`src/rtl/fetch_stage.sv`:
```
// fetch_stage: instruction-fetch stage of a single-issue pipeline.
//   Holds the PC of the instruction currently in FS, issues SRAM reads for the
//   next PC and hands instructions to the decode stage via a valid/allowin
//   handshake. Redirects (exception, exception return, branch) discard the
//   instruction currently in FS and restart fetch at the new target.
//
// Build option:
//   FS_INST_BUF_EN - when defined, a 1-entry buffer holds the fetched word
//                    during a stall so the SRAM is only enabled on PC loads.
//                    When undefined, the SRAM re-reads fs_pc every stall cycle.
//
// Ports:
//   clk, resetn          - clock, synchronous active-low reset
//   inst_sram_en/we/addr/wdata, inst_sram_rdata
//                        - instruction SRAM (read-only use, 1-cycle latency)
//   ds_allowin           - decode stage can accept an instruction
//   fs_to_ds_valid       - FS presents an instruction to decode
//   fs_pc, fs_inst       - PC and instruction word of the FS instruction
//   fs_ex_adef           - fetch address error (PC not word aligned)
//   br_taken/br_target   - branch redirect
//   ex_flush/ex_entry    - exception redirect (highest priority)
//   ertn_flush/era       - exception-return redirect
module fetch_stage (
  input  logic        clk,
  input  logic        resetn,
  output logic        inst_sram_en,
  output logic [3:0]  inst_sram_we,
  output logic [31:0] inst_sram_addr,
  output logic [31:0] inst_sram_wdata,
  input  logic [31:0] inst_sram_rdata,
  input  logic        ds_allowin,
  output logic        fs_to_ds_valid,
  output logic [31:0] fs_pc,
  output logic [31:0] fs_inst,
  output logic        fs_ex_adef,
  input  logic        br_taken,
  input  logic [31:0] br_target,
  input  logic        ex_flush,
  input  logic [31:0] ex_entry,
  input  logic        ertn_flush,
  input  logic [31:0] era
);

  localparam logic [31:0] RESET_PC = 32'h1BFF_FFFC;

  logic        fs_valid;
  logic        fs_ready_go;
  logic        fs_allowin;
  logic        redirect;
  logic        load;
  logic [31:0] nextpc;
  logic [31:0] addr_src;
  logic        pc_misaligned;
  logic [31:0] raw_inst;

  assign fs_ready_go = 1'b1;
  assign fs_allowin  = !fs_valid || (fs_ready_go && ds_allowin);
  assign redirect    = ex_flush || ertn_flush || br_taken;
  assign load        = redirect || fs_allowin;

  always_comb begin
    nextpc = fs_pc + 32'd4;
    if (ex_flush) begin
      nextpc = ex_entry;
    end else if (ertn_flush) begin
      nextpc = era;
    end else if (br_taken) begin
      nextpc = br_target;
    end
  end

  always_ff @(posedge clk) begin
    if (!resetn) begin
      fs_valid <= 1'b0;
      fs_pc    <= RESET_PC;
    end else if (load) begin
      fs_valid <= 1'b1;
      fs_pc    <= nextpc;
    end
  end

  assign addr_src        = load ? nextpc : fs_pc;
  assign inst_sram_addr  = {addr_src[31:2], 2'b00};
  assign inst_sram_we    = '0;
  assign inst_sram_wdata = '0;

  assign pc_misaligned  = fs_valid && (fs_pc[1:0] != 2'b00);
  assign fs_ex_adef     = resetn && pc_misaligned;
  assign fs_to_ds_valid = resetn && fs_valid && fs_ready_go && !redirect;
  assign fs_inst        = pc_misaligned ? '0 : raw_inst;

`ifdef FS_INST_BUF_EN
  logic [31:0] inst_buf;
  logic        buf_valid;
  logic        handshake;

  assign handshake    = fs_to_ds_valid && ds_allowin;
  // Only PC loads touch the SRAM; a stall is served from the buffer.
  assign inst_sram_en = resetn && load && (nextpc[1:0] == 2'b00);
  assign raw_inst     = buf_valid ? inst_buf : inst_sram_rdata;

  // rdata is still valid in the first stall cycle (it belongs to the load of
  // the previous cycle); capture it then. Clearing wins over capture.
  always_ff @(posedge clk) begin
    if (!resetn) begin
      buf_valid <= 1'b0;
      inst_buf  <= '0;
    end else if (redirect || handshake) begin
      buf_valid <= 1'b0;
    end else if (fs_valid && !ds_allowin && !buf_valid) begin
      buf_valid <= 1'b1;
      inst_buf  <= inst_sram_rdata;
    end
  end
`else
  // During a stall addr_src is fs_pc, so the SRAM keeps re-reading the held
  // instruction and rdata stays valid without any local storage.
  assign inst_sram_en = resetn && (addr_src[1:0] == 2'b00);
  assign raw_inst     = inst_sram_rdata;
`endif

endmodule

```
`config.mk`:
```
export PLATFORM = sky130hd
export DESIGN_NAME = fetch_stage
export DESIGN_NICKNAME = d
export VERILOG_FILES = /design/src/rtl/fetch_stage.sv
export SDC_FILE = /design/constraint.sdc
export NUM_CORES = 1
export LEC_CHECK = 0
export ABC_AREA = 1
export BUFFER_PORTS_ARGS = -buffer_cell sky130_fd_sc_hd__buf_2
export CORE_AREA = 2 2 104 106
export CTS_CLUSTER_SIZE = 20
export DETAILED_ROUTE_END_ITERATION = 8
export DIE_AREA = 0 0 106 108
export GPL_TIMING_DRIVEN = 1
export PLACE_DENSITY = 0.8
export REMOVE_ABC_BUFFERS = 1
export SLEW_MARGIN = 20
export SYNTH_ARGS = -nofsm -noshare
export SYNTH_HDL_FRONTEND = slang
export SYNTH_SLANG_ARGS = --single-unit
```
`constraint.sdc`:
```
create_clock -name clk -period 4.4 [get_ports clk]
set_input_delay 0 -clock clk [delete_from_list [all_inputs] [get_ports clk]]
set_output_delay 0 -clock clk [all_outputs]
set_load 0.1 [all_outputs]
```
* Yosys cells after proc, flatten, opt, wreduce, memory -nomap -nowiden
Cells that the tools add are included.
** Storage, ports and cells
- Register bits after elaboration :: 33
- Input bits :: 134
- Output and inout bits :: 135
- Logic and storage cells :: 21
** Cells by class
- Add/subtract/negate cells :: 1
- Multiplexer cells :: 5
- Reductions and logical operators :: 13
** Operators by type and width (count)
- 2-to-1 mux 32 bit :: 5
- adder 32 x 3 -> 32 bit (second input constant) :: 1
- logical AND 1 bit :: 5
- logical OR 1 bit :: 4
- logical NOT 1 bit :: 2
- logical NOT 2 bit :: 1
- nonzero test 2 bit :: 1

* Longest topological paths before layout
Gate-level depths: netlist of run 1.
- Word-level depth :: 7
- Depth in mapped cells :: 13
- Mapped depth without buffers :: 12

* Worst setup path before layout of run 1
OpenSTA, ideal clock, no wires.
- Path type :: flip-flop to output port
- Start :: register fs_pc[0]
- End :: output fs_ex_adef
- Arrival time :: 2.715 ns
- Required time :: 4.400 ns
- Slack :: 1.685 ns
- Stages on the path, launching flop included :: 5
- Buffers on the path :: 0
- Cells stage by stage :: dfxtp_1 inv_1 a21oi_1 inv_1 nor2_1
** Between the ends
- Word-level cells in the longest chain between the ends :: 3
** Ends and longest elaborated chain
- from (decl) :: RTL line 33 : output logic [31:0] fs_pc,
- from (signal assigned) :: RTL line 78 : fs_pc <= nextpc;
- nonzero test 2 bit :: RTL line 87 : assign pc_misaligned = fs_valid && (fs_pc[1:0] != 2'b00);
- logical AND 1 bit :: RTL line 87
- logical AND 1 bit :: RTL line 88 : assign fs_ex_adef = resetn && pc_misaligned;
- to (decl) :: RTL line 35 : output logic fs_ex_adef,
Every way passes these cells.

* Final worst setup path of run 1
- Start :: register fs_pc[3]
- End :: output inst_sram_addr[10]
** Between the ends
- Word-level cells in the longest chain between the ends :: 5
** Ends and longest elaborated chain
- adder 32 x 3 -> 32 bit :: RTL line 62 : nextpc = fs_pc + 32'd4;
- 2-to-1 mux 32 bit :: RTL line 67 : end else if (br_taken) begin
- 2-to-1 mux 32 bit :: RTL line 65 : end else if (ertn_flush) begin
- 2-to-1 mux 32 bit :: RTL line 63 : if (ex_flush) begin
- 2-to-1 mux 32 bit
- to (decl) :: RTL line 28 : output logic [31:0] inst_sram_addr,
Every way passes these cells.

==> summary by stage, run 1 <==
Final layout
The final cell area excluding filler cells is 4740 µm². The share of layout cells above drive strength 1 is 29.0%. The number of nets in the layout is 1021. The antenna cell count is 0. From synthesis to final layout, the design area changed by 25.4%.

Pwr
VDD sags by at most 0.000167 V. The power per standard cell area is 367 nW/µm². The static leakage is 2.73 nW.

Placed design
Routability-driven placement finished with a final weighted congestion of 0.914. The total of buffers placed on input and output ports is 230. The placed instances occupy a cell area of 4650 µm².

Once detailed placement completed, the half-perimeter wirelength came to 11.5 mm. Before CTS, the worst setup slack after placement is 2.01 ns.

Job
The max-capacitance violation count is 0.

GRT
The total global routing overflow is 0. The number of global-route vias before repair came to 4464. The pin count of the biggest net entering global routing is 44. The number of antenna violations at the first check in global routing came to 0.

The first-pass GRT wire length is 21.8 mm. The total global-route track usage is 23.9%.

STA
Setup violations remaining at the end of the flow were counted as 0. The final cycle utilization of the critical path is 57.7%. The final critical delay including setup and external delays is 2.54 ns. The worst slack on hold paths is 0.0277 ns.

The transition at the pin with the smallest max-transition slack is 0.814 ns. For this run, the top clock speed supported by timing is 394 MHz. The post-route worst setup slack is 1.86 ns.

Setup repair after global routing left no endpoint under its margin. On the final layout, the worst clock skew is 0.0134 ns. The number of pins with negative max-slew slack in the final report is 0. The sum of negative setup slack is 0 ns. The headroom to the max-slew limit is 45.7%.

The final hold violation count is 0.

Floorplanning
In this run the horizontal extent of the chip is 106 µm. In this run the core area contains 37 standard-cell rows. The core area is 10200 µm².

The number of top-level pins is 269. The initial utilization of the core area, before any placement, comes to 37.0%. In this run the vertical extent of the chip is 108 µm. The die footprint is 11400 µm².

CTS
The tree is rooted in a sky130_fd_sc_hd__clkbuf_8. The clock transition at the register clock pins on the worst setup and hold paths after CTS is 0.09 ns. The maximum buffer depth of the clock tree is 2. Once the clock tree was built, the resizer swapped 0 gates to a different size. The number of clock sinks seen by CTS is 33.

The total clock buffers created by CTS is 5. At the later pin of the worst-skew pair, clock insertion delay measures 0.30 ns. The number of hold buffers added after CTS was 1. TritonCTS built the clock tree.

The number of H-tree levels is 2. The number of buffers inserted to repair setup after CTS is 0.

Setup path
The most prevalent standard cell on the critical path is sky130_fd_sc_hd__nand2_1. The critical path capture point type is an output port. The signal on the critical path passes through ha_1 > nand2_1 > nor2_2 > nand2_2 > or2_2 > nand3_1 > o21ai_0 > o21ai_0 > nand2_1 > nand2_1 > buf_2. STA classifies the critical path startpoint as a register. The slowest cell on the critical path is sky130_fd_sc_hd__dfxtp_1. In this design, the stage delay of the slowest critical-path cell is 0.43 ns. The highest fanout seen on the critical path is 7.

The critical path is of the register to output port type. For the worst setup path, the data arrival time is 2.54 ns. STA puts the critical path data required time at 4.40 ns.

Yosys
The sequential fraction of the synthesis area is 17.5%. The share of synthesized flip-flops with an asynchronous set or reset is 0%. The biggest area contributor in the post-synthesis netlist is sky130_fd_sc_hd__nand2_1. After synthesis, the most frequently instantiated cells are sky130_fd_sc_hd__nand2_1 (198), sky130_fd_sc_hd__nor2_1 (157), sky130_fd_sc_hd__buf_4 (68).

The netlist area before placement is 3780 µm². The number of instances in the synthesized netlist is 704. Yosys mapped the design onto 35 distinct sky130hd cell types. The share of synthesized area in the top cell type comes to 19.6%. In the synthesized netlist the dominant register cell turns out to be sky130_fd_sc_hd__dfxtp_1. In this run, synthesis produced a sequential element count of 33. The Yosys warning count is 0. Ranked by total cell area, the synthesized netlist is headed by sky130_fd_sc_hd__nand2_1 (20%), sky130_fd_sc_hd__dfxtp_1 (17%), sky130_fd_sc_hd__nor2_1 (16%). In this run the mean area of a mapped cell was 5.38 µm². The number of synthesized flops with an enable pin is 0. The most common cell in the synthesized netlist is sky130_fd_sc_hd__nand2_1.

Routing
The initial detailed-routing violation count is 260. Dividing the detail-routed via count by the number of cells gives 4.69. After detailed routing, the number of remaining DRC violations is 0. The first detailed-routing pass took 5 iterations. The post-detailed-route count of antenna-violating nets is 0. The per-cell routed wire length is 14.1 µm. The total via count in the routed design is 4800. After detailed routing, the total wire length is 14.4 mm.

Outcome
The run finished with clean final reports.

Hold path
The type of the worst min-delay path is input pin to register.
per-layer routing:
metal / global-route usage, % / share of wire [%] / vias up
met4: 6.77 / 2.1 / 0
met5: 0 / 0 / -
met3: 5.06 / 7.8 / 20
met1: 28.1 / 41 / 2114
li1: - / - / 2454
met2: 43.8 / 49 / 212
layout make-up:
type | count | area [µm²]
fillers | 1175 | 5490
multi-input cells | 552 | 2410
well taps | 136 | 170
flip-flops and latches | 33 | 661
clock buffers | 5 | 68.8
repair buffers | 235 | 1190
inverters | 59 | 221
clock inverters | 3 | 17.5
placed cells by master (no fill, tap or decap), types with 3 or more instances in the layout:
cell type	count
sky130_fd_sc_hd__nand3b_1	6
sky130_fd_sc_hd__inv_2	3
sky130_fd_sc_hd__o211ai_1	3
sky130_fd_sc_hd__nor3_1	4
sky130_fd_sc_hd__conb_1	38
sky130_fd_sc_hd__inv_1	54
sky130_fd_sc_hd__dfxtp_1	33
sky130_fd_sc_hd__nand3_1	47
sky130_fd_sc_hd__a21oi_1	31
sky130_fd_sc_hd__or2_1	3
sky130_fd_sc_hd__o21ai_1	4
sky130_fd_sc_hd__xor2_1	7
sky130_fd_sc_hd__o22ai_1	6
sky130_fd_sc_hd__buf_4	4
sky130_fd_sc_hd__or2_2	5
sky130_fd_sc_hd__nor2_1	157
sky130_fd_sc_hd__o21ai_0	24
sky130_fd_sc_hd__clkbuf_8	5
sky130_fd_sc_hd__o2111ai_1	3
sky130_fd_sc_hd__nand2_1	198
sky130_fd_sc_hd__buf_2	230
report_power, final:
group          internal [mW]  leakage (nW)  switching [mW]
clock network          0.110        0.0439           0.143
logic                  0.183          2.41           0.945
registers              0.322         0.275          0.0369
total                  0.615          2.73            1.12
state kept, by name, indices dropped and copies added, names as in the netlist:
name	count
fs_pc	32
fs_valid	1
critical path: cells and delay by family, from the launching register on:
family	cells	cell delay [ns]
compound gates	2	0.24
simple gates	7	0.95
flops	1	0.43
fa+ha+maj	1	0.20
buf+inv	1	0.42
path summary, 6_finish.rpt:
check / from / endpoint / slack (ns) / cells after the start
worst min-delay path: era[8] / fs_pc[8] / 0.03 / 3
worst min register to register: fs_pc[31] / fs_pc[31] / 0.55 / 2
worst max-delay path: fs_pc[3] / inst_sram_addr[10] / 1.86 / 11
worst max register to register: fs_pc[3] / fs_pc[20] / 2.45 / 12
metrics by stage:
step	total power, mW	cells	utilization [%]
after CTS	1.74	1023	46.4
after global routing	1.82	1023	46.4
final	1.74	1023	46.4
after detailed placement	1.49	1014	45.4
after global placement	1.49	1014	45.4
after floorplan	1.28	644	-
kinds of logic (layout without fill, tap and decap cells):
family,after synthesis,after routing,share of synthesized area (%)
AOI/OAI and AO/OA,76,76,11.0
xor gates and xnor gates,9,9,2.08
adders and majority gates,1,1,0.331
buffers and inverters,156,302,22.5
DFF,33,33,17.5
other,1,38,0.0991
and+or+nand+nor,428,428,46.5
Power figures use the tool's default switching activity.
==> inputs of run 2 (changes only) <==
- CORE_AREA: 2 2 104 106 -> 2 2 103 105
- DIE_AREA: 0 0 106 108 -> 0 0 105 107
- PLACE_DENSITY: 0.8 -> 0.84
- clock period: 4.4 -> 2.2 ns (I/O delays scaled with it)
==> summary by stage, run 2 (same netlist as run 1, synthesis figures left out) <==
Placed design
The total of buffers placed on input and output ports came to 230 (unchanged). The routability congestion estimate from global placement is 0.920 (was 0.914). The placed instance count was 1022 (was 1014). The total half-perimeter wirelength after legalization and detailed placement is 12.0 mm (was 11.5 mm). The post-place setup slack is 0.203 ns (was 2.01 ns).

Routing
The final wirelength came to 15.1 mm (was 14.4 mm). The post-detailed-route count of antenna-violating nets was 0 (unchanged). The initial detailed-routing violation count is 342 (was 260). The total via count in the routed design is 4971 (was 4800). The routed via count divided by cell count came to 4.80 (was 4.69). The post-detailed-route DRC marker count was 0 (unchanged). The per-cell routed wire length is 14.6 µm (was 14.1 µm). The number of detailed-route iterations in the first pass is 5 (unchanged).

Floorplanning
The number of top-level pins is 269 (unchanged). The core area came to 10100 µm² (was 10200 µm²). The die footprint came to 11200 µm² (was 11400 µm²). The width of the chip is 105 µm (was 106 µm). The vertical die dimension is 107 µm (was 108 µm). The number of placement rows is 37 (unchanged). The starting density of the core was 37.5% (was 37.0%).

STA
The worst slack on hold paths is 0.0336 ns (was 0.0277 ns). The headroom to the max-slew limit came to 63.6% (was 45.7%). The final hold violation count is 0 (unchanged). The total of endpoints with negative setup slack in the final report was 0 (unchanged). The clock period could shrink to 2.10 ns. The worst clock skew is 0.00830 ns (was 0.0134 ns). For this run, the top clock speed supported by timing is 476 MHz.

In the finished design, the share of the clock period the worst path needs comes to 95.6%. RSZ-0062 raised after global routing: true (was false). The number of pins with negative max-slew slack in the final report is 0 (unchanged).

The transition at the pin with the smallest max-transition slack is 0.532 ns (was 0.814 ns). The post-route worst setup slack is 0.0973 ns (was 1.86 ns).

CTS
The clock transition at the register clock pins on the worst setup and hold paths after CTS is 0.08 ns (was 0.09 ns). The number of clock sinks seen by CTS is 33 (unchanged). The maximum buffer depth of the clock tree came to 2 (unchanged). The clock latency of the later-clocked register in the worst-skew pair came to 0.29 ns (was 0.30 ns). The total clock buffers created by CTS is 5 (unchanged). The number of H-tree levels is 2 (unchanged). The TritonCTS clock tree is done (unchanged).

The root buffer cell is sky130_fd_sc_hd__clkbuf_8 (unchanged).

Setup path
The kind of start point of the critical path is a register (unchanged). The critical path capture point type is an output port (unchanged). The required arrival time at the worst endpoint is 2.20 ns (was 4.40 ns). The most prevalent standard cell on the critical path is sky130_fd_sc_hd__nand2_2 (was sky130_fd_sc_hd__nand2_1). The slowest cell on the critical path was sky130_fd_sc_hd__dfxtp_1 (unchanged). The type of the worst setup path was register to output port (unchanged).

Sequence of cells on the critical path: nand2_1 > nor2_1 > nand2_4 > nor2_4 > nand3_1 > nand2_2 > nand2_1 > nand3_1 > nand2_2 > nand2_2 > buf_12 (was ha_1 > nand2_1 > nor2_2 > nand2_2 > or2_2 > nand3_1 > o21ai_0 > o21ai_0 > nand2_1 > nand2_1 > buf_2). The number of buffers and inverters on the critical path is 1 (unchanged). The kind of cell with the highest combined delay on the critical path is simple AND/OR/NAND/NOR gates (unchanged). The arrival time at the worst endpoint is 2.10 ns (was 2.54 ns). The largest stage delay on the critical path is 0.46 ns (was 0.43 ns).

The highest fanout seen on the critical path was 7 (unchanged).

Final layout
The flip-flop count of the largest register after layout is 32 (unchanged). The number of nets in the layout is 1032 (was 1021). The top register by number of flip-flops is fs_pc (unchanged). The number of standard cells in the layout, taps in and fillers out is 1036 (was 1023). Largest registers: fs_pc x32, fs_valid x1 (unchanged). The most common cell after layout, fill and taps aside is sky130_fd_sc_hd__buf_2 (unchanged).

Commonest cells after routing, fill and taps aside: sky130_fd_sc_hd__buf_2 (199), sky130_fd_sc_hd__nand2_1 (187), sky130_fd_sc_hd__nor2_1 (150) (was sky130_fd_sc_hd__buf_2 (230), sky130_fd_sc_hd__nand2_1 (198), sky130_fd_sc_hd__nor2_1 (157)). The number of inserted filler cells in the final layout is 1060 (was 1175). The share of layout cells above drive strength 1 is 32.6% (was 29.0%). The share of the core filled with cells is 53.7% (was 46.4%). The layout-stage area growth over the synthesis result came to 43.1% (was 25.4%).

Pwr
The highest ir drop seen on vdd was 0.000575 V (was 0.000167 V). The power per standard cell area was 704 nW/µm² (was 367 nW/µm²). The static leakage was 2.98 nW (was 2.73 nW).

GRT
The total global routing overflow is 0 (unchanged). The number of global-route vias before repair is 4500 (was 4464). The number of antenna violations at the first check in global routing came to 1 (was 0). The pin count of the biggest net entering global routing is 36 (was 44). The total global-route track usage is 25.5% (was 23.9%). The first-pass GRT wire length is 22.7 mm (was 21.8 mm).

Outcome
Status: finished, final reports clean (unchanged).

Hold path
The type of the worst min-delay path is input pin to register (unchanged).

Job
The max-capacitance violation count is 0 (unchanged).
run 2: final timing paths:
path         startpoint            endpoint  slack (ns)  cells after the start
max reg2reg    fs_pc[8]           fs_pc[30]        0.45                     11
min             era[23]           fs_pc[23]        0.03                      5
min reg2reg   fs_pc[31]           fs_pc[31]        0.56                      2
max            fs_pc[8]  inst_sram_addr[30]         0.1                     11
run 2: repair_timing:
action	4_1_cts	5_1_grt
hold endpoints to repair	1	0
gates resized for setup	4	34
pin swaps	0	5
buffers inserted	0	3
endpoints found under the setup margin	8	18
hold buffers	1	0
run 2: layer usage:
metal	routed length [µm]	global-route usage, %
met1	6020	30.3
met2	7640	46.6
met3	1240	5.53
met4	249	6.38
met5	0	0
run 2: area by class of cell:
class | count | area, µm² | area share, %
Antenna cell | 2 | 5.00 | 0.0924
Multi-Input combinational cell | 552 | 2510 | 46.3
Clock buffer | 7 | 96.3 | 1.78
Sequential cell | 33 | 673 | 12.4
Inverter | 59 | 221 | 4.09
Tap cell | 136 | 170 | 3.14
Timing Repair Buffer | 246 | 1740 | 32.1
Clock inverter | 1 | 5.00 | 0.0924
run 2: per-stage QoR:
step | area, µm² | TNS (ns) | power (mW)
final | 5420 | 0 | 3.82
after global routing | 5410 | -0.0350 | 3.98
after CTS | 5300 | 0 | 3.79
after detailed placement | 5170 | 0 | 3.23
after global placement | 5170 | 0 | 3.22
after floorplan | 3290 | -60.75 | 2.55
run 2: power by group:
part / total, mW / leakage (nW) / internal (mW) / switching, mW
clock network: 0.545 / 0.0543 / 0.284 / 0.261
registers: 0.722 / 0.274 / 0.646 / 0.0758
logic: 2.55 / 2.65 / 0.579 / 1.97
run 2: worst min-delay path, cell delays in order:
cell                      delay, ns
sky130_fd_sc_hd__buf_2         0.07
sky130_fd_sc_hd__a21oi_1       0.05
sky130_fd_sc_hd__nand2_1       0.06
sky130_fd_sc_hd__nand2_1       0.05
sky130_fd_sc_hd__nand3_1       0.06
==> inputs of run 3 (changes only) <==
- CORE_AREA: 2 2 103 105 -> 2 2 104 106
- DIE_AREA: 0 0 105 107 -> 0 0 106 108
- PLACE_DENSITY: 0.84 -> 0.8
- clock period: 2.2 -> 2.7 ns (I/O delays scaled with it)
==> summary by stage, run 3 (same netlist as run 1, synthesis figures left out) <==
Floorplanning
The width of the chip was 106 µm (was 105 µm). The core area is 10200 µm² (was 10100 µm²). The number of placement rows is 37 (unchanged). The starting density of the core came to 37.0% (was 37.5%).

The number of top-level pins came to 269 (unchanged). The vertical die dimension was 108 µm (was 107 µm). The die footprint is 11400 µm² (was 11200 µm²).

Setup path
The arrival time at the worst endpoint is 2.37 ns (was 2.10 ns). The type of the worst setup path is register to output port (unchanged). The kind of start point of the critical path is a register (unchanged). The slowest cell on the critical path is sky130_fd_sc_hd__dfxtp_1 (unchanged). Sequence of cells on the critical path: ha_1 > nand2_1 > nor2_2 > nand2_2 > nor2_1 > xor2_1 > nor2_1 > o21ai_1 > nand2_1 > nand2_1 > buf_12 (was nand2_1 > nor2_1 > nand2_4 > nor2_4 > nand3_1 > nand2_2 > nand2_1 > nand3_1 > nand2_2 > nand2_2 > buf_12). The largest stage delay on the critical path is 0.42 ns (was 0.46 ns). The kind of cell with the highest combined delay on the critical path is simple AND/OR/NAND/NOR gates (unchanged). The number of buffers and inverters on the critical path is 1 (unchanged).

The highest fanout seen on the critical path was 7 (unchanged). The most prevalent standard cell on the critical path is sky130_fd_sc_hd__nand2_1 (was sky130_fd_sc_hd__nand2_2). The required arrival time at the worst endpoint came to 2.70 ns (was 2.20 ns).

The critical path capture point type is an output port (unchanged).

Final layout
The final cell area excluding filler cells was 5260 µm² (was 5420 µm²). The most common cell after layout, fill and taps aside is sky130_fd_sc_hd__buf_2 (unchanged). The number of inserted filler cells in the final layout is 1094 (was 1060). Largest registers: fs_pc x32, fs_valid x1 (unchanged). The top register by number of flip-flops is fs_pc (unchanged). The number of nets in the layout was 1027 (was 1032). Commonest cells after routing, fill and taps aside: sky130_fd_sc_hd__buf_2 (199), sky130_fd_sc_hd__nand2_1 (198), sky130_fd_sc_hd__nor2_1 (157) (was sky130_fd_sc_hd__buf_2 (199), sky130_fd_sc_hd__nand2_1 (187), sky130_fd_sc_hd__nor2_1 (150)). The share of layout cells above drive strength 1 is 29.1% (was 32.6%). The flip-flop count of the largest register after layout is 32 (unchanged). The layout-stage area growth over the synthesis result was 38.9% (was 43.1%).

STA
The number of pins with negative max-slew slack in the final report is 0 (unchanged). The worst clock skew is 0.00611 ns (was 0.00830 ns). The sum of negative setup slack is 0 ns (unchanged). RSZ-0062 raised after global routing: false (was true).

The final cycle utilization of the critical path is 87.6%. The transition at the pin with the smallest max-transition slack came to 0.715 ns (was 0.532 ns). The headroom to the max-slew limit is 52.3% (was 63.6%). The total of endpoints with negative setup slack in the final report is 0 (unchanged). The final critical delay including setup and external delays is 2.37 ns. The final hold violation count came to 0 (unchanged). The worst slack on hold paths is 0.0330 ns (was 0.0336 ns). The fmax is 423 MHz.

Pwr
The total power draw is 3.02 mW (was 3.82 mW). The highest ir drop seen on vdd came to 0.000314 V (was 0.000575 V). The power per standard cell area was 575 nW/µm² (was 704 nW/µm²).

The static leakage was 2.94 nW (was 2.98 nW).

GRT
The total global routing overflow is 0 (unchanged). The total global-route track usage came to 25.2% (was 25.5%). The first-pass GRT wire length is 22.7 mm (about the same). The number of antenna violations at the first check in global routing was 1 (unchanged). The number of global-route vias before repair is 4613 (was 4500).

The pin count of the biggest net entering global routing came to 44 (was 36).

Placed design
The total of buffers placed on input and output ports is 230 (unchanged). The total half-perimeter wirelength after legalization and detailed placement was 11.9 mm (was 12.0 mm). The routability congestion estimate from global placement is 0.951 (was 0.920).

The instance area after placement is 5160 µm² (was 5170 µm²).

Routing
The initial detailed-routing violation count was 297 (was 342). The routed via count divided by cell count is 4.79 (was 4.80). The per-cell routed wire length is 14.7 µm (was 14.6 µm). The post-detailed-route DRC marker count was 0 (unchanged). The final wirelength was 15.1 mm (about the same).

The post-detailed-route count of antenna-violating nets came to 0 (unchanged). The number of detailed-route iterations in the first pass was 5 (unchanged). The total via count in the routed design was 4925 (was 4971).

CTS
The TritonCTS clock tree was done (unchanged). The total clock buffers created by CTS is 5 (unchanged). The number of instances resized during post-cts repair was 0 (was 4). The root buffer cell was sky130_fd_sc_hd__clkbuf_8 (unchanged). The maximum buffer depth of the clock tree came to 2 (unchanged). The number of H-tree levels is 2 (unchanged). The clock latency of the later-clocked register in the worst-skew pair was 0.29 ns (about the same). The clock transition at the register clock pins on the worst setup and hold paths after CTS is 0.07 ns (was 0.08 ns).

The number of clock sinks seen by CTS came to 33 (unchanged).

Hold path
The type of the worst min-delay path is input pin to register (unchanged).

Outcome
Status: finished, final reports clean (unchanged).

Job
The max-capacitance violation count is 0 (unchanged).
[run 3: changes by cell type in the layout (fill, tap and decap cells not counted), moves of 2 or more]
cell,change
sky130_fd_sc_hd__dfxtp_2,-4
sky130_fd_sc_hd__nor2_2,-2
sky130_fd_sc_hd__nand2_1,+11
sky130_fd_sc_hd__buf_4,-5
sky130_fd_sc_hd__nor2_4,-5
sky130_fd_sc_hd__dfxtp_4,-2
sky130_fd_sc_hd__o21ai_1,-3
sky130_fd_sc_hd__dfxtp_1,+6
sky130_fd_sc_hd__nor2_1,+7
sky130_fd_sc_hd__nand2_2,-10
sky130_fd_sc_hd__o21ai_0,+3
[run 3: path summary, 6_finish.rpt]
path	start	endpoint	slack, ns	cells after the start
max	fs_pc[3]	inst_sram_addr[12]	0.33	11
min	era[20]	fs_pc[20]	0.03	5
min reg2reg	fs_pc[31]	fs_pc[31]	0.55	2
max reg2reg	fs_pc[3]	fs_pc[28]	0.76	12
[run 3: layer usage]
metal / global-route usage [%] / part of all wire, % / wire length [µm] / vias to the layer above
li1: - / - / - / 2475
met1: 29.0 / 38 / 5790 / 2182
met2: 46.9 / 51 / 7700 / 246
met3: 5.67 / 9.0 / 1360 / 22
met4: 6.86 / 1.5 / 232 / 0
met5: 0 / 0 / 0 / -
[run 3: layout make-up]
type	instances	area [µm²]	area share (%)
Multi-Input combinational cell	552	2410	45.9
Antenna cell	1	2.50	0.0476
Sequential cell	33	661	12.6
Inverter	59	221	4.21
Timing Repair Buffer	241	1700	32.4
Tap cell	136	170	3.24
Clock buffer	7	86.3	1.64
[run 3: through the flow]
stage	worst slack, ns	std cells	util [%]
after CTS	0.336	1028	51.4
after global placement	0.792	1020	50.4
after detailed placement	0.667	1020	50.4
after floorplan	-1.40	644	-
after global routing	0.154	1028	51.4
final	0.334	1029	51.4
[run 3: timing repair]
action                                  in CTS  in global routing
endpoints found under the hold margin        1                  0
setup buffers                                0                  0
hold buffers                                 1                  0
endpoints found under the setup margin       0                  0
[run 3: power breakdown]
group	internal (mW)	switching, mW
Combinational	0.455	1.58
Clock	0.203	0.200
Sequential	0.526	0.0599
[run 3: tightest hold or removal path, cell delays in order]
cell and delay [ns]:
sky130_fd_sc_hd__buf_2 0.07, sky130_fd_sc_hd__a21oi_1 0.05, sky130_fd_sc_hd__nand2_1 0.06, sky130_fd_sc_hd__nand2_1 0.06
sky130_fd_sc_hd__nand3_1 0.06
